--- config.mk ---
export PLATFORM = sky130hd
export DESIGN_NAME = wb_stim_sequencer
export DESIGN_NICKNAME = d
export VERILOG_FILES = /design/src/rtl/wb_stim_sequencer.sv
export SDC_FILE = /design/constraint.sdc
export NUM_CORES = 1
export LEC_CHECK = 0
export ABC_CLOCK_PERIOD_IN_PS = 8000
export BUFFER_PORTS_ARGS = -buffer_cell sky130_fd_sc_hd__buf_2
export CAP_MARGIN = 40
export CORE_ASPECT_RATIO = 0.9
export CORE_MARGIN = 5
export CORE_UTILIZATION = 60
export DETAILED_ROUTE_END_ITERATION = 10
export PLACE_DENSITY = 0.95
export REMOVE_ABC_BUFFERS = 1
export SLEW_MARGIN = 15
export SYNTH_ARGS = -nofsm -noshare
export SYNTH_HDL_FRONTEND = slang
export SYNTH_SLANG_ARGS = --single-unit
--- constraint.sdc ---
create_clock -name clk -period 8 [get_ports clk]
set_input_delay 0.4 -clock clk [delete_from_list [all_inputs] [get_ports clk]]
set_output_delay 0.4 -clock clk [all_outputs]
set_load 0.01 [all_outputs]
--- src/rtl/wb_stim_sequencer.sv ---
// Wishbone stimulus sequencer: answers a core's Wishbone requests from two
// pushed stimulus FIFOs (instructions and load data), injects load data a
// fixed number of read beats after a load instruction, and captures stores.

// Small synchronous FIFO used for both stimulus streams.
module StimFifo #(
  parameter int DEPTH = 4
) (
  input  logic        clk,
  input  logic        rst_n,
  input  logic        push_i,
  input  logic [31:0] pushData_i,
  input  logic        pop_i,
  output logic [31:0] head_o,
  output logic        empty_o,
  output logic        full_o
);
  localparam int AW = (DEPTH > 1) ? $clog2(DEPTH) : 1;

  logic [31:0]   mem_q [DEPTH];
  logic [AW-1:0] wrPtr_q;
  logic [AW-1:0] rdPtr_q;
  logic [AW:0]   count_q;
  logic          doPush;
  logic          doPop;

  assign full_o  = (count_q == (AW+1)'(DEPTH));
  assign empty_o = (count_q == '0);
  assign head_o  = mem_q[rdPtr_q];
  assign doPush  = push_i & ~full_o;
  assign doPop   = pop_i & ~empty_o;

  // Storage array; contents are don't-care until written, so no reset.
  always_ff @(posedge clk) begin
    if (doPush) mem_q[wrPtr_q] <= pushData_i;
  end

  // Pointers wrap naturally because the depth is a power of two.
  always_ff @(posedge clk or negedge rst_n) begin
    if (!rst_n) begin
      wrPtr_q <= '0;
      rdPtr_q <= '0;
      count_q <= '0;
    end else begin
      if (doPush) wrPtr_q <= wrPtr_q + AW'(1);
      if (doPop)  rdPtr_q <= rdPtr_q + AW'(1);
      count_q <= count_q + (AW+1)'(doPush) - (AW+1)'(doPop);
    end
  end
endmodule

module wb_stim_sequencer #(
  parameter int LOAD_DELAY  = 3,
  parameter int WAIT_STATES = 0,
  parameter int FIFO_DEPTH  = 4
) (
  input  logic        clk,
  input  logic        rst_n,
  input  logic        inst_valid,
  input  logic [31:0] inst_data,
  output logic        inst_ready,
  input  logic        data_valid,
  input  logic [31:0] data_in,
  output logic        data_ready,
  input  logic [31:0] o_wb_adr,
  input  logic [3:0]  o_wb_sel,
  input  logic        o_wb_we,
  input  logic [31:0] o_wb_dat,
  input  logic        o_wb_cyc,
  input  logic        o_wb_stb,
  output logic [31:0] i_wb_dat,
  output logic        i_wb_ack,
  output logic        i_wb_err,
  output logic        wr_valid,
  output logic [31:0] wr_adr,
  output logic [31:0] wr_dat,
  output logic [3:0]  wr_sel,
  output logic        underflow
);
  localparam int LCW = $clog2(LOAD_DELAY + 1) + 1;
  localparam int WCW = $clog2(WAIT_STATES + 1) + 1;
  localparam logic [31:0] NOP_INSN  = 32'hE1A0_0000;
  localparam logic [31:0] LOAD_MASK = 32'hFDB8_8000;
  localparam logic [31:0] LOAD_PAT  = 32'hE590_0000;

  typedef enum logic [1:0] {IDLE, WAIT, RESP} state_t;

  state_t         state_q, state_d;
  logic [WCW-1:0] waitCnt_q, waitCnt_d;
  logic           ldPending_q, ldPending_d;
  logic [LCW-1:0] ldCnt_q, ldCnt_d;
  logic           underflow_q, underflow_d;
  logic [31:0]    datHold_q, datHold_d;
  logic [31:0]    adr_q, adr_d;
  logic [31:0]    dat_q, dat_d;
  logic [3:0]     sel_q, sel_d;
  logic           we_q, we_d;
  logic           alive_q;

  logic        req;
  logic        popInst, popData;
  logic        instEmpty, instFull, dataEmpty, dataFull;
  logic [31:0] instHead, dataHead, respData;
  logic        ackComb, errComb, wrValidComb;

  assign req        = o_wb_cyc & o_wb_stb;
  assign inst_ready = alive_q & ~instFull;
  assign data_ready = alive_q & ~dataFull;

  StimFifo #(.DEPTH(FIFO_DEPTH)) instFifo (
    .clk(clk), .rst_n(rst_n),
    .push_i(inst_valid & inst_ready), .pushData_i(inst_data),
    .pop_i(popInst), .head_o(instHead), .empty_o(instEmpty), .full_o(instFull)
  );

  StimFifo #(.DEPTH(FIFO_DEPTH)) dataFifo (
    .clk(clk), .rst_n(rst_n),
    .push_i(data_valid & data_ready), .pushData_i(data_in),
    .pop_i(popData), .head_o(dataHead), .empty_o(dataEmpty), .full_o(dataFull)
  );

  // Beat sequencing, response selection and load-injection bookkeeping.
  always_comb begin
    state_d     = state_q;
    waitCnt_d   = waitCnt_q;
    ldPending_d = ldPending_q;
    ldCnt_d     = ldCnt_q;
    underflow_d = underflow_q;
    adr_d       = adr_q;
    dat_d       = dat_q;
    sel_d       = sel_q;
    we_d        = we_q;
    popInst     = 1'b0;
    popData     = 1'b0;
    respData    = datHold_q;
    ackComb     = 1'b0;
    errComb     = 1'b0;
    wrValidComb = 1'b0;
    case (state_q)
      IDLE: begin
        if (req) begin
          adr_d = o_wb_adr;
          dat_d = o_wb_dat;
          sel_d = o_wb_sel;
          we_d  = o_wb_we;
          if (WAIT_STATES == 0) begin
            state_d = RESP;
          end else begin
            state_d   = WAIT;
            waitCnt_d = WCW'(WAIT_STATES);
          end
        end
      end
      WAIT: begin
        if (!req) begin
          state_d   = IDLE;
          waitCnt_d = '0;
        end else if (waitCnt_q <= WCW'(1)) begin
          state_d   = RESP;
          waitCnt_d = '0;
        end else begin
          waitCnt_d = waitCnt_q - WCW'(1);
        end
      end
      RESP: begin
        state_d = IDLE;
        if (adr_q[1:0] != 2'b00) begin
          errComb = 1'b1;
        end else if (we_q) begin
          ackComb     = 1'b1;
          wrValidComb = 1'b1;
        end else begin
          ackComb = 1'b1;
          if (ldPending_q && (ldCnt_q == LCW'(LOAD_DELAY))) begin
            ldPending_d = 1'b0;
            ldCnt_d     = '0;
            if (!dataEmpty) begin
              respData = dataHead;
              popData  = 1'b1;
            end else begin
              respData    = 32'h0000_0000;
              underflow_d = 1'b1;
            end
          end else begin
            if (ldPending_q) ldCnt_d = ldCnt_q + LCW'(1);
            if (!instEmpty) begin
              respData = instHead;
              popInst  = 1'b1;
              if ((instHead & LOAD_MASK) == LOAD_PAT) begin
                ldPending_d = 1'b1;
                ldCnt_d     = '0;
              end
            end else begin
              respData    = NOP_INSN;
              underflow_d = 1'b1;
            end
          end
        end
      end
      default: state_d = IDLE;
    endcase
    datHold_d = respData;
  end

  // State register; reset aborts any beat in flight.
  always_ff @(posedge clk or negedge rst_n) begin
    if (!rst_n) begin
      state_q     <= IDLE;
      waitCnt_q   <= '0;
      ldPending_q <= 1'b0;
      ldCnt_q     <= '0;
      underflow_q <= 1'b0;
      datHold_q   <= '0;
      adr_q       <= '0;
      dat_q       <= '0;
      sel_q       <= '0;
      we_q        <= 1'b0;
      alive_q     <= 1'b0;
    end else begin
      state_q     <= state_d;
      waitCnt_q   <= waitCnt_d;
      ldPending_q <= ldPending_d;
      ldCnt_q     <= ldCnt_d;
      underflow_q <= underflow_d;
      datHold_q   <= datHold_d;
      adr_q       <= adr_d;
      dat_q       <= dat_d;
      sel_q       <= sel_d;
      we_q        <= we_d;
      alive_q     <= 1'b1;
    end
  end

  assign i_wb_dat  = respData;
  assign i_wb_ack  = ackComb;
  assign i_wb_err  = errComb;
  assign wr_valid  = wrValidComb;
  assign wr_adr    = adr_q;
  assign wr_dat    = dat_q;
  assign wr_sel    = sel_q;
  assign underflow = underflow_q;
endmodule

# ---- Yosys cells after proc, flatten, opt, wreduce, memory -nomap -nowiden
# Memories as Yosys holds them, arrays and structs flattened.
# Cells that the tools add are included.
dict set report word_totals {
  n_memories 2
  word_cells 110
  in_bits 139
  ramBits 256
  reg_bits 124
}
# name depth width rd rd_ports_with_merged_regs write_ports line
set mem_list {}
lappend mem_list {dataFifo.mem_q 4 32 1 0 1 20} ;# logic [31:0] mem_q [DEPTH];
lappend mem_list {instFifo.mem_q 4 32 1 0 1 20}
dict set report op_classes {
  addsub 10
  bitwise 15
  n_reduce_logical 12
  order_cmp 1
  mux 43
  eq_ne 10
}
# operator n
set op_table {}
lappend op_table {{$mux 32} 6}
lappend op_table {{$mux 1} 29}
lappend op_table {{$eq 12x12->1 const B} 1}
lappend op_table {{$mux 3} 4}
lappend op_table {{$reduce_and 5->1} 2}
lappend op_table {{$and 1x1->1} 9}
lappend op_table {{$add 2x1->2 const B} 4}
lappend op_table {{$add 3x1->3} 2}
lappend op_table {{$eq 3x3->1 const B} 2}
lappend op_table {{$logic_not 3->1} 2}
lappend op_table {{$mux 2} 3}
lappend op_table {{$not 1->1} 6}
lappend op_table {{$reduce_bool 2->1} 3}
lappend op_table {{$sub 3x1->3} 2}
lappend op_table {{$ne 2x2->1 const B} 2}
lappend op_table {{$pmux 2 s2} 1}
lappend op_table {{$reduce_and 2->1} 2}
lappend op_table {{$add 3x1->3 const B} 1}
lappend op_table {{$eq 3x2->1 const B} 1}
lappend op_table {{$ne 3x3->1 const B} 1}
lappend op_table {{$reduce_and 3->1} 1}
lappend op_table {{$eq 2x1->1 const B} 1}
lappend op_table {{$eq 2x2->1 const B} 1}
lappend op_table {{$logic_not 2->1} 1}
lappend op_table {{4 further kinds} 4}

# ---- Depth between registers and ports, before layout
# Gate-level depths: netlist (run 1).
dict set report depth {
  depth_word 8
  depth_mapped 12
}

# ---- By module
# Synthesis (run 1) repeated with hierarchy kept, for this count alone.
dict set report hier_totals {
  cells_unflattened 872
  area_unflattened_um2 14716.6
}
# module area_per_inst_um2 instances cells_per_inst seq_area_each_um2
set by_module_without_submodules {}
lappend by_module_without_submodules {StimFifo 5138.7 2 209 4018.9}
lappend by_module_without_submodules {wb_stim_sequencer 4439.3 1 454 2702.6}

# ---- Worst setup path after synthesis (run 1)
# OpenSTA, ideal clock, no wires.
dict set report synth_timing {
  kind {register to register}
  startpoint {register adr_q[1] (netlist: wr_adr[1])}
  endpoint {register instFifo.count_q[2]}
  path_stages_with_launch 11
  setup_slack_ns 5.395
  t_arrival_ns 2.482
  setup_time_ns 0.123
  path_buffers 1
  cell_sequence {dfrtp_1 -> nor3b_1 -> nand2b_1 -> nor2_1 -> buf_2 -> ha_1 -> inv_1 -> ha_1 -> fa_1 -> xor2_1 -> xnor2_1}
}
dict set report synth_via {
  elab_chain_cells 5
}
# item line
set synth_lines {}
lappend synth_lines {{from (decl)} 94} ;# logic [31:0] adr_q, adr_d;
lappend synth_lines {{from (signal assigned)} 226} ;# adr_q <= adr_d;
lappend synth_lines {{$reduce_bool 2->1} 167} ;# if (adr_q[1:0] != 2'b00) begin
lappend synth_lines {{$mux 1} 167}
lappend synth_lines {{$mux 1} 139} ;# case (state_q)
lappend synth_lines {{$and 1x1->1} 31} ;# assign doPop = pop_i & ~empty_o;
lappend synth_lines {{via instFifo.doPop} 25} ;# logic doPop;
lappend synth_lines {{$sub 3x1->3} 47} ;# count_q <= count_q + (AW+1)'(doPush) - (AW+1)'(doPop);
lappend synth_lines {{to (signal assigned)} 47}
lappend synth_lines {{to (decl)} 23} ;# logic [AW:0] count_q;
# The timed path passes the listed nets, and every way through them passes these cells.
# A chain may end at the register's enable or synchronous reset.

# ---- Worst setup path in the final report (run 1)
dict set report layout_timing {
  startpoint {register adr_q[1] (netlist: wr_adr[1])}
  endpoint {output i_wb_dat[18]}
}
dict set report layout_via {
  elab_chain_cells 3
}
# item line
set layout_lines {}
lappend layout_lines {{$reduce_bool 2->1} 167}
lappend layout_lines {{$mux 32} 167}
lappend layout_lines {{$mux 32} 139}
lappend layout_lines {{to (decl)} 71} ;# output logic [31:0] i_wb_dat,
# Every way passes these cells.

==> results of run 1 <==
## registers in the layout (all words and copies together), names as in the netlist
name / count
dataFifo.mem_q: 128
instFifo.mem_q: 128
datHold_q: 32
wr_adr: 32
wr_dat: 32
wr_sel: 4
dataFifo.count_q: 3
instFifo.count_q: 3
ldCnt_q: 3
dataFifo.rdPtr_q: 2
dataFifo.wrPtr_q: 2
instFifo.rdPtr_q: 2
instFifo.wrPtr_q: 2
alive_q: 1
ldPending_q: 1
state_q: 1
underflow: 1
we_q: 1
## critical path: cells and delay by family (launching register included)
kind,cells,cell delay [ns]
and+or+nand+nor,4,1.35
buffers and inverters,3,0.63
DFF,1,0.41
AOI/OAI and AO/OA,1,0.08
## cell families after synthesis
family / share of synthesized area (%)
flops: 74.9
compound gates: 2.31
buf+inv: 1.72
other cells: 0.0262
xor+xnor: 0.611
simple gates: 8.80
fa+ha+maj: 1.50
mux: 10.1
## layer usage
metal  GRT usage [%]  vias up
met5               0        -
met4            8.78       12
met3            6.55       82
met2            43.8      404
met1            31.2     4315
li1                -     3755
## where the power goes
part           leakage [nW]  internal (W)  switching, W  total (W)
logic                  2.77      0.000458      0.000620    0.00108
registers              3.83       0.00241      0.000133    0.00254
clock network         0.592       0.00100      0.000703    0.00171
## metrics by stage
stage               hold slack, ns  area (sq um)  setup WS [ns]  std cells  util (%)
floorplan                    0.104         14100           4.11        843         -
global placement             0.382         15800           4.44       1393      67.4
detailed placement           0.390         16100           4.21       1404      68.6
CTS                         0.0598         17300           4.04       1474      73.8
global route                0.0740         17400           4.44       1483      74.2
finish                      0.0765         17400           4.59       1484      74.3
## synthesized netlist by cell type, drive strengths merged, types with 3 or more instances
library cell / n / area, sq um
xor2: 3 / 26.3
xnor2: 7 / 61.3
and3: 8 / 50.1
a31oi: 7 / 43.8
nand2: 274 / 1030
dfrtp: 122 / 3050
edfxtp: 256 / 7690
a22oi: 26 / 195
o21ai: 8 / 40.0
o22ai: 3 / 18.8
inv: 16 / 60.1
mux4: 64 / 1450
clkbuf: 22 / 82.6
nor2: 10 / 47.6
buf: 17 / 104
ha: 14 / 175
and2: 3 / 18.8
## worst paths after layout
kind	start	end	slack, ns	cells past startpoint
setup reg to reg	wr_adr[1]$_DFFE_PN0P_	dataFifo.count_q[2]$_DFF_PN0_	4.64	11
setup / recovery	wr_adr[1]$_DFFE_PN0P_	i_wb_dat[18]	4.59	8
hold / removal	o_wb_dat[5]	wr_dat[5]$_DFFE_PN0P_	0.08	3
max in group asynchronous	rst_n	dataFifo.rdPtr_q[0]$_DFFE_PN0P_	6.54	4
hold reg to reg	datHold_q[27]$_DFF_PN0_	datHold_q[27]$_DFF_PN0_	0.46	2
min in group asynchronous	rst_n	wr_dat[5]$_DFFE_PN0P_	0.42	2
## final cells by class
type | instances | area share [%]
well taps | 302 | 2.17
inverters | 16 | 0.345
multi-input cells | 449 | 19.4
repair buffers | 264 | 9.47
diodes | 6 | 0.0861
clock buffers | 58 | 6.47
flip-flops and latches | 378 | 61.6
clock inverters | 11 | 0.459
## what timing repair did
item,in CTS,in global routing
setup buffers,0,0
hold buffers,1,0
endpoints found under the hold margin,49,0
==> metrics.md, run 1 <==
| Metric | Value |
|---|---|
| Inserted Clock Buffers | `38` |
| Max Slew Vio Count | `0` |
| Post-DRT Antenna Nets | `0` |
| Period minus WS final | `3.41 ns` |
| Slowest CP cell | `nor3b_1` |
| Seq/Total Area, Yosys | `between 70% and 80%` |
| Sequential cell area | `10700 sq um` |
| Core Region | `23500 sq um` |
| Routed WL | `34000 um` |
| DRT iter0 DRCs | `around 730` |
| Vias in the first global route | `9149` |
| Worst-Margin Slew | `0.686 ns` |
| Highest Signal Layer | `met5` |
| Max-Cap Viols | `0` |
| PD cells | `305 nW/um^2` |
| Max_slew headroom | `54.3%` |
| Die H | `157 um` |
| Critical path arrival | `roughly 3.0 ns` |
| DR vias | `8568` |
| Tcrit/Tclk final | `a little over two fifths` |
| Hpwl dp | `23100 um` |
| Drt first pass iters | `5` |
| Filler cell count | `approximately 1400` |
| Unrepaired setup endpoints after global routing | `no` |
| I/O pins | `between 200 and 250` |
| Synth-to-Final Area Change | `21.6%` |
| Share of layout cells above drive strength 1 | `roughly a third` |
| Setup TNS | `0 ns` |
| Die footprint | `27100 sq um` |
| Asr flop ratio synth | `32.3%` |
| HP Class | `input port to flip-flop` |
| Count of state elements after synthesis | `378` |
| Peak supply drop | `between 200 and 250 uV` |
| Critical Path Sink Type | `primary output` |
| Worst EP required | `7.60 ns` |
| Max Buffers Root-to-Sink | `3` |
| Post-CTS Resized | `0` |
| EDFF count, synth | `256` |
| Area of the multi-input gates | `3380 sq um` |
| Layout net count | `1302` |
| CTS Sinks | `378` |
| Met2 WL | `17300 um` |
| Drt wl/cell | `22.9 um` |
| CTS Root Cell | `clkbuf_16` |
| Die W | `about 170 um` |
| Crit path max fanout | `22` |
| Crit path largest cell delay | `0.48 ns` |
| I/O Buffers | `244` |
| Global-route wire length before repair | `52200 um` |
| Pleak | `7.19 nW` |
| GRT overflow | `0` |
| H-tree depth | `2` |
| Cell variety after synth | `42` |
| Overall track demand over capacity in global routing | `25.2%` |
| Final Setup Violations | `0` |
| Yosys warnings | `0` |
| Worst clock skew | `0.0251 ns` |
| Hold Fails Final Rpt | `0` |
| Crit path top cell by count | `buf_16` |
| Critical path type | `flip-flop to primary output` |
| Metal-1 WL | `12700 um` |
| Clk Latency, worst-skew pair | `~0.53 ns` |
| Worst path cell trace | `nor3b_1 -> nand2b_2 -> buf_16 -> nor2_4 -> buf_16 -> a22oi_1 -> nand2_1 -> buf_2` |
| Mapped Cells | `approximately 880` |
| Fmax | `0.293 GHz` |
| Largest net degree at the start of global routing | `70` |
| Post-Syn Area | `14300 sq um` |
| Core Rows | `53` |
| Syn avg cell area | `16.3 sq um` |
| Met3 wire len | `2900 um` |
| Reg clk slew, reported paths | `0.06 ns` |
| Commonest non-fill, non-tap cell in the layout | `nand2_1` |
| Initial Utilization | `between 60% and 70%` |
| Initial antenna violation count | `11` |
| Outcome | `finished, final reports clean` |
| Final Total Pwr | `0.00532 W` |
| Vias per cell | `just under 6` |
| Predominant post-synthesis flop cell | `edfxtp_1` |
| Commonest non-fill, non-tap cells in the layout | `nand2_1, edfxtp_1, buf_2` |
| DR DRC count | `0` |
| CTS tree | `built` |
| Type of origin of the critical path | `flip-flop` |
| GP Congestion | `approximately 0.9` |
Note: power is estimated with default switching activity, not from simulation.
==> inputs of run 2 (changes only) <==
--- a/config.mk
+++ b/config.mk
@@ -5,14 +5,14 @@
 export SDC_FILE = /design/constraint.sdc
 export NUM_CORES = 1
 export LEC_CHECK = 0
-export ABC_CLOCK_PERIOD_IN_PS = 8000
+export ABC_CLOCK_PERIOD_IN_PS = 3100
 export BUFFER_PORTS_ARGS = -buffer_cell sky130_fd_sc_hd__buf_2
 export CAP_MARGIN = 40
 export CORE_ASPECT_RATIO = 0.9
 export CORE_MARGIN = 5
-export CORE_UTILIZATION = 60
+export CORE_UTILIZATION = 50
 export DETAILED_ROUTE_END_ITERATION = 10
-export PLACE_DENSITY = 0.95
+export PLACE_DENSITY = 0.86
 export REMOVE_ABC_BUFFERS = 1
 export SLEW_MARGIN = 15
 export SYNTH_ARGS = -nofsm -noshare
==> constraint.sdc (replaced) <==
create_clock -name clk -period 3.1 [get_ports clk]
set_input_delay 0.155 -clock clk [delete_from_list [all_inputs] [get_ports clk]]
set_output_delay 0.155 -clock clk [all_outputs]
set_load 0.01 [all_outputs]
==> run 2 against run 1 <==
  * Non-clock buffer count is 137 higher
  * Register-to-register slack lost 4.1 ns
  * Count of clock-buffer cells in the layout shrank 12
  * Clock power increased to 2.8 times the previous value
  * Cell area up 7.7%
  * Flip-flop and latch count unchanged
  * Final cell count grew 13%
==> metrics.md, run 2 (synthesis results as in run 1) <==
| Metric | Value |
|---|---|
| Die H | `171 um (+8.9%)` |
| I/O pins | `245 (unchanged)` |
| Period minus WS final | `roughly 2.9 ns` |
| DRT iter0 DRCs | `744 (+1.6%)` |
| Worst-Margin Slew | `0.725 ns (+0.0399 ns)` |
| GP Congestion | `0.788 (-10%)` |
| Max_slew headroom | `51.6% (-2.7 points)` |
| Outcome | `finished, final reports clean` |
| Worst clock skew | `0.0214 ns (-0.00373 ns)` |
| Die W | `188 um (+9.0%)` |
| H-tree depth | `2 (unchanged)` |
| Largest registers | `dataFifo.mem_q x128, instFifo.mem_q x128` |
| Pleak | `7.75 nW (+7.8%)` |
| Met3 usage | `5.79% (-0.75 points)` |
| Met2 Track Usage GR | `43.3% (-0.47 points)` |
| Synth-to-Final Area Change | `30.9%` |
| Drt first pass iters | `7 (+2)` |
| DP Worst Slack | `0.453 ns (-3.75 ns)` |
| Psw | `0.00396 W (+170%)` |
| Commonest non-fill, non-tap cell in the layout | `nand2_1` |
| Pint | `0.0103 W (+170%)` |
| CTS Sinks | `378 (unchanged)` |
| Final setup margin | `0.238 ns (-4.35 ns)` |
| Inserted Clock Buffers | `38 (unchanged)` |
| Grt peak-use layer | `met2` |
| Final core utilization | `66.8% (-7.4 points)` |
| Final Setup Violations | `0 (unchanged)` |
| Layout net count | `1439 (+11%)` |
| Core Region | `28100 sq um (+20%)` |
| Largest net degree at the start of global routing | `72 (+2.9%)` |
| Share of layout cells above drive strength 1 | `31.4% (-2.6 points)` |
| Vias in the first global route | `10088 (+10%)` |
| Unrepaired setup endpoints after global routing | `no` |
| Worst EP required | `2.94 ns (-4.66 ns)` |
| I/O Buffers | `244 (unchanged)` |
| Post-DRT Antenna Nets | `0 (unchanged)` |
| Flop pwr share | `46.2% (-1.5 points)` |
| Peak supply drop | `638 uV (+200%)` |
| Max-Cap Viols | `0 (unchanged)` |
| Max Buffers Root-to-Sink | `3 (unchanged)` |
| Sw Ratio | `27.7% (+0.36 points)` |
| Clock share of power | `33.6% (+1.5 points)` |
| CTS Root Cell | `clkbuf_16` |
| Tcrit/Tclk final | `92.3%` |
| Clk Latency, worst-skew pair | `0.53 ns (about the same)` |
| Combinational Power Share | `20.2% (about the same)` |
| Type of origin of the critical path | `flip-flop` |
| DR vias | `9236 (+7.8%)` |
| Die footprint | `32200 sq um (+19%)` |
| Vias per cell | `5.51 (-4.6%)` |
| Core Rows | `58 (+9.4%)` |
| Critical Path Sink Type | `primary output` |
| Hpwl dp | `22600 um (-2.2%)` |
| HP Class | `input port to flip-flop` |
| PD cells | `762 nW/um^2 (+150%)` |
| Initial Utilization | `51.0% (-10 points)` |
| Overall track demand over capacity in global routing | `23.9% (-1.3 points)` |
| Max Slew Vio Count | `0 (unchanged)` |
| Drt wl/cell | `22.9 um (about the same)` |
| Critical path arrival | `2.71 ns (-0.30 ns)` |
| Reg clk slew, reported paths | `0.06 ns (about the same)` |
| Crit path max fanout | `28 (+27%)` |
| Critical path type | `flip-flop to primary output` |
| Fmax | `0.349 GHz` |
| Routed WL | `38500 um (+13%)` |
| Met1 Use GR | `28.7% (-2.6 points)` |
| Initial antenna violation count | `3 (-8)` |
| Hold Fails Final Rpt | `0 (unchanged)` |
| CTS tree | `built` |
| Global-route wire length before repair | `58900 um (+13%)` |
| Commonest non-fill, non-tap cells in the layout | `nand2_1, edfxtp_1, buf_2` |
| GRT overflow | `0 (unchanged)` |
| DR DRC count | `0 (unchanged)` |
run 2: cell types whose count changed in the layout (fill, tap and decap cells not counted), moves of 2 or more:
cell           before  now
clkinvlp_4          0    2
clkbuf_8            8    2
buf_16             11    0
buf_4               4   18
clkinv_1            6    4
bufinv_16           1    6
dlygate4sd3_1       1  134
clkinv_2            2    6
diode_2             6    4
clkbuf_1           11    5
run 2: routing by layer:
| layer | part of all wire [%] | wire length (um) |
|---|---|---|
| met2 | 51 | 19800 |
| met5 | 0 | 0 |
| met4 | 2.6 | 982 |
| met1 | 38 | 14500 |
| met3 | 8.4 | 3220 |
run 2: final timing paths:
| kind | start | to | slack (ns) | depth (start not counted) |
|---|---|---|---|---|
| setup / recovery | ldCnt_q[0]$_DFFE_PN0P_ | i_wb_dat[2] | 0.24 | 9 |
| hold / removal | inst_valid | instFifo.wrPtr_q[0]$_DFFE_PN0P_ | 0.08 | 3 |
| setup reg to reg | ldCnt_q[0]$_DFFE_PN0P_ | dataFifo.count_q[2]$_DFF_PN0_ | 0.53 | 11 |
| hold reg to reg | datHold_q[6]$_DFF_PN0_ | datHold_q[6]$_DFF_PN0_ | 0.46 | 2 |
| max in group asynchronous | rst_n | wr_dat[3]$_DFFE_PN0P_ | 2.08 | 3 |
| min in group asynchronous | rst_n | wr_dat[16]$_DFFE_PN0P_ | 0.27 | 2 |
run 2: worst max-delay path, stage by stage (launching register included):
cell and delay, ns:
dfrtp_1 0.39, ha_1 0.20, ha_1 0.22, nand2_1 0.19, nand2b_1 0.14, nor2_4 0.11
buf_4 0.42, a22oi_1 0.20, nand2_1 0.16, buf_2 0.16
run 2: timing repair:
item                       CTS  global route
hold buffers               134             0
hold endpoints to repair   395             0
setup endpoints to repair    0            22
gates resized for setup      0             1
buffers inserted             0             0
run 2: area by class of cell:
class                   instances  area (sq um)
diodes                          4          10.0
clock buffers                  46          1020
clock inverters                23           295
fillers                      1781          9320
inverters                      16          60.1
multi-input cells             449          3380
flip-flops and latches        378         10700
well taps                     360           450
repair buffers                401          2800
run 2: power by group through the flow:
stage | combinational (W) | sequential, W | clock [W]
floorplan | 0.00140 | 0.00672 | 0
global placement | 0.00261 | 0.00662 | 0
detailed placement | 0.00270 | 0.00667 | 0
CTS | 0.00287 | 0.00658 | 0.00488
global route | 0.00314 | 0.00667 | 0.00511
finish | 0.00289 | 0.00660 | 0.00481
run 2: stage by stage:
step / hold WS [ns] / power [W] / TNS, ns / instance area, sq um / cells
2_1_floorplan: -0.141 / 0.00812 / -4.69 / 14100 / 843
3_3_place_gp: 0.235 / 0.00923 / 0 / 16100 / 1469
3_5_place_dp: 0.246 / 0.00937 / 0 / 16100 / 1470
4_1_cts: 0.0630 / 0.0143 / 0 / 18800 / 1673
5_1_grt: 0.130 / 0.0149 / 0 / 18800 / 1676
6_report: 0.0775 / 0.0143 / 0 / 18800 / 1677
==> inputs of run 3 (changes only) <==
--- a/config.mk
+++ b/config.mk
@@ -10,9 +10,10 @@
 export CAP_MARGIN = 40
 export CORE_ASPECT_RATIO = 0.9
 export CORE_MARGIN = 5
-export CORE_UTILIZATION = 50
+export CORE_UTILIZATION = 52
+export CTS_BUF_LIST = sky130_fd_sc_hd__clkbuf_2 sky130_fd_sc_hd__clkbuf_4 sky130_fd_sc_hd__clkbuf_8
 export DETAILED_ROUTE_END_ITERATION = 10
-export PLACE_DENSITY = 0.86
+export PLACE_DENSITY = 0.89
 export REMOVE_ABC_BUFFERS = 1
 export SLEW_MARGIN = 15
 export SYNTH_ARGS = -nofsm -noshare
==> constraint.sdc (replaced) <==
create_clock -name clk -period 3.1 [get_ports clk]
set_input_delay 0.465 -clock clk [delete_from_list [all_inputs] [get_ports clk]]
set_output_delay 0.465 -clock clk [all_outputs]
set_load 0.01 [all_outputs]
==> run 3 against run 2 <==
  * Flip-flop and latch count stayed put
  * Fmax is 3.6% lower
  * Critical path type unchanged
  * Power shrank 1.9%
  * Sequential power decreased by 0.9%
  * Critical endpoint is now i_wb_dat[28]
  * Wire length is 8.3% lower
==> metrics.md, run 3 (synthesis results as in run 1) <==
| Metric | Value |
|---|---|
| Drt wl/cell | `22.1 um (-3.7%)` |
| Met3 usage | `6.10% (+0.30 points)` |
| CTS Root Cell | `clkbuf_8` |
| Worst-Margin Slew | `0.777 ns (+0.0519 ns)` |
| Die W | `185 um (-1.8%)` |
| DRT iter0 DRCs | `581 (-22%)` |
| Commonest non-fill, non-tap cells in the layout | `nand2_1, edfxtp_1, buf_2` |
| Clk Latency, worst-skew pair | `0.61 ns (+0.08 ns)` |
| Crit path largest cell delay | `0.37 ns (-0.05 ns)` |
| Layout net count | `1345 (-6.5%)` |
| WP buf/inv | `3 (+1)` |
| Final Total Pwr | `0.0140 W (-1.9%)` |
| Max_slew headroom | `48.2% (-3.5 points)` |
| Filler cell count | `1835 (+3.0%)` |
| Initial Utilization | `52.9% (+1.9 points)` |
| Max-Cap Viols | `0 (unchanged)` |
| Tcrit/Tclk final | `95.8% (+3.5 points)` |
| Largest net degree at the start of global routing | `70 (-2.8%)` |
| Post-DRT Antenna Nets | `0 (unchanged)` |
| Crit-path leading delay family | `simple AND/OR/NAND/NOR gates` |
| HP Class | `input port to flip-flop` |
| PD cells | `789 nW/um^2 (+3.6%)` |
| Type of origin of the critical path | `flip-flop` |
| FF-to-FF path depth | `11 (unchanged)` |
| GRT overflow | `0 (unchanged)` |
| Final setup margin | `0.131 ns (-0.107 ns)` |
| Worst reg2reg endpoint | `dataFifo.count_q[2]$_DFF_PN0_` |
| GP Congestion | `0.836 (+6.1%)` |
| Global-route wire length before repair | `52000 um (-12%)` |
| Die H | `168 um (-1.8%)` |
| Inserted Clock Buffers | `59 (+55%)` |
| Core Region | `27100 sq um (-3.5%)` |
| Vias in the first global route | `9109 (-9.7%)` |
| Drt first pass iters | `5 (-2)` |
| Vias per cell | `5.42 (-1.6%)` |
| CTS Sinks | `378 (unchanged)` |
| Synth-to-Final Area Change | `24.0%` |
| Met1 Use GR | `27.8% (-0.85 points)` |
| Critical path type | `flip-flop to primary output` |
| Max Buffers Root-to-Sink | `3 (unchanged)` |
| DR vias | `8656 (-6.3%)` |
| Area of the multi-input gates | `3400 sq um (+0.67%)` |
| R2r startpoint | `ldCnt_q[0]$_DFFE_PN0P_` |
| I/O Buffers | `244 (unchanged)` |
| CP startpoint | `ldCnt_q[0]$_DFFE_PN0P_` |
| Placed cell area | `16200 sq um (+0.58%)` |
| DP Worst Slack | `0.507 ns (+0.0538 ns)` |
| Final Setup Violations | `0 (unchanged)` |
| Initial antenna violation count | `9 (+6)` |
| Overall track demand over capacity in global routing | `22.0% (-1.9 points)` |
| Hold Fails Final Rpt | `0 (unchanged)` |
| CP Depth | `10 (+1)` |
| CP endpoint | `i_wb_dat[28]` |
| Fmax | `0.337 GHz (-3.6%)` |
| Worst EP required | `2.63 ns (-0.31 ns)` |
| Outcome | `finished, final reports clean` |
| Die footprint | `31000 sq um (-3.6%)` |
| Sequential cell area | `10700 sq um (about the same)` |
| Crit path max fanout | `8 (-71%)` |
| Max Slew Vio Count | `0 (unchanged)` |
| Worst path cell trace | `ha_1 -> ha_4 -> nand2_4 -> or2_4 -> nor2_4 -> buf_12 -> buf_12 -> a22oi_1 -> nand2_1 -> buf_2` |
| Worst clock skew | `0.0264 ns (+0.00504 ns)` |
| Core Rows | `57 (-1.7%)` |
| H-tree depth | `2 (unchanged)` |
| Crit path top cell by count | `buf_12` |
| Reg clk slew, reported paths | `0.06 ns (about the same)` |
| Critical path arrival | `2.50 ns (-0.21 ns)` |
| Share of layout cells above drive strength 1 | `38.9% (+7.5 points)` |
| CTS tree | `built` |
| I/O pins | `245 (unchanged)` |
| Commonest non-fill, non-tap cell in the layout | `nand2_1` |
| Design Area, Final | `17800 sq um (-5.3%)` |
| Largest registers | `dataFifo.mem_q x128, instFifo.mem_q x128` |
| Met2 Track Usage GR | `37.7% (-5.7 points)` |
| Critical Path Sink Type | `primary output` |
| Routed WL | `35300 um (-8.3%)` |
| Slowest CP cell | `dfrtp_1` |
| Grt peak-use layer | `met2` |
| Peak supply drop | `622 uV (-2.4%)` |
| Hpwl dp | `23900 um (+5.9%)` |
| Period minus WS final | `2.97 ns (+0.107 ns)` |
| Reg2reg setup slack | `0.66 ns (+0.13 ns)` |
| DR DRC count | `0 (unchanged)` |
| Pleak | `7.45 nW (-4.0%)` |
run 3: repair_timing:
action                                  4_1_cts  5_1_grt
hold buffers                                  1        0
gates resized for setup                       6        7
endpoints found under the hold margin        64        0
pin swaps                                     0        2
endpoints found under the setup margin       26       26
buffers inserted                              0        9
cloned                                        0        3
run 3: cell type report:
| type | count | share of cell area, % |
|---|---|---|
| multi-input combinational | 449 | 19.1 |
| clock inverter | 13 | 0.746 |
| clock buffer | 99 | 7.03 |
| timing repair buffer | 286 | 9.77 |
| antenna | 2 | 0.0281 |
| inverter | 16 | 0.338 |
| sequential | 378 | 60.5 |
| tap | 354 | 2.49 |
run 3: how the worst min path moves through the flow:
| stage | from | end | slack [ns] | cells after the start |
|---|---|---|---|---|
| 2_1_floorplan | rst_n | alive_q$_DFF_PN0_ | 0.17 | 0 |
| 3_3_place_gp | datHold_q[22]$_DFF_PN0_ | datHold_q[22]$_DFF_PN0_ | 0.44 | 2 |
| 3_5_place_dp | datHold_q[20]$_DFF_PN0_ | datHold_q[20]$_DFF_PN0_ | 0.45 | 2 |
| 4_1_cts | o_wb_dat[0] | wr_dat[0]$_DFFE_PN0P_ | 0.02 | 3 |
| 5_1_grt | o_wb_dat[13] | wr_dat[13]$_DFFE_PN0P_ | 0.04 | 3 |
| 6_report | o_wb_adr[9] | wr_adr[9]$_DFFE_PN0P_ | 0.06 | 3 |
run 3: per-stage QoR:
stage / hold WS (ns) / utilization (%) / instances / TNS, ns
after floorplan: 0.169 / - / 843 / -12.75
after global placement: 0.440 / 59.5 / 1467 / 0
after detailed placement: 0.446 / 59.7 / 1470 / 0
after CTS: 0.0223 / 65.0 / 1583 / 0
after global routing: 0.0441 / 65.6 / 1596 / -0.0109
final: 0.0627 / 65.6 / 1597 / 0
run 3: layer usage:
layer / up-vias / share of wire [%]
met1: 4294 / 37
met5: - / 0.29
met4: 14 / 2.4
met3: 73 / 9.6
met2: 426 / 51
li1: 3849 / -
run 3: worst reg2reg max path, cell delays in order (launching register included):
cell and delay (ns):
dfrtp_1 0.37, ha_1 0.20, ha_4 0.17, nand2_4 0.08
or2_4 0.29, nor2_4 0.15, ha_1 0.15, inv_1 0.04
ha_1 0.20, fa_1 0.41, xnor2_1 0.17, xnor2_1 0.14
run 3: where the power goes:
group / internal [W] / switching (W)
sequential: 0.00621 / 0.000327
clock: 0.00272 / 0.00190
combinational: 0.00124 / 0.00163
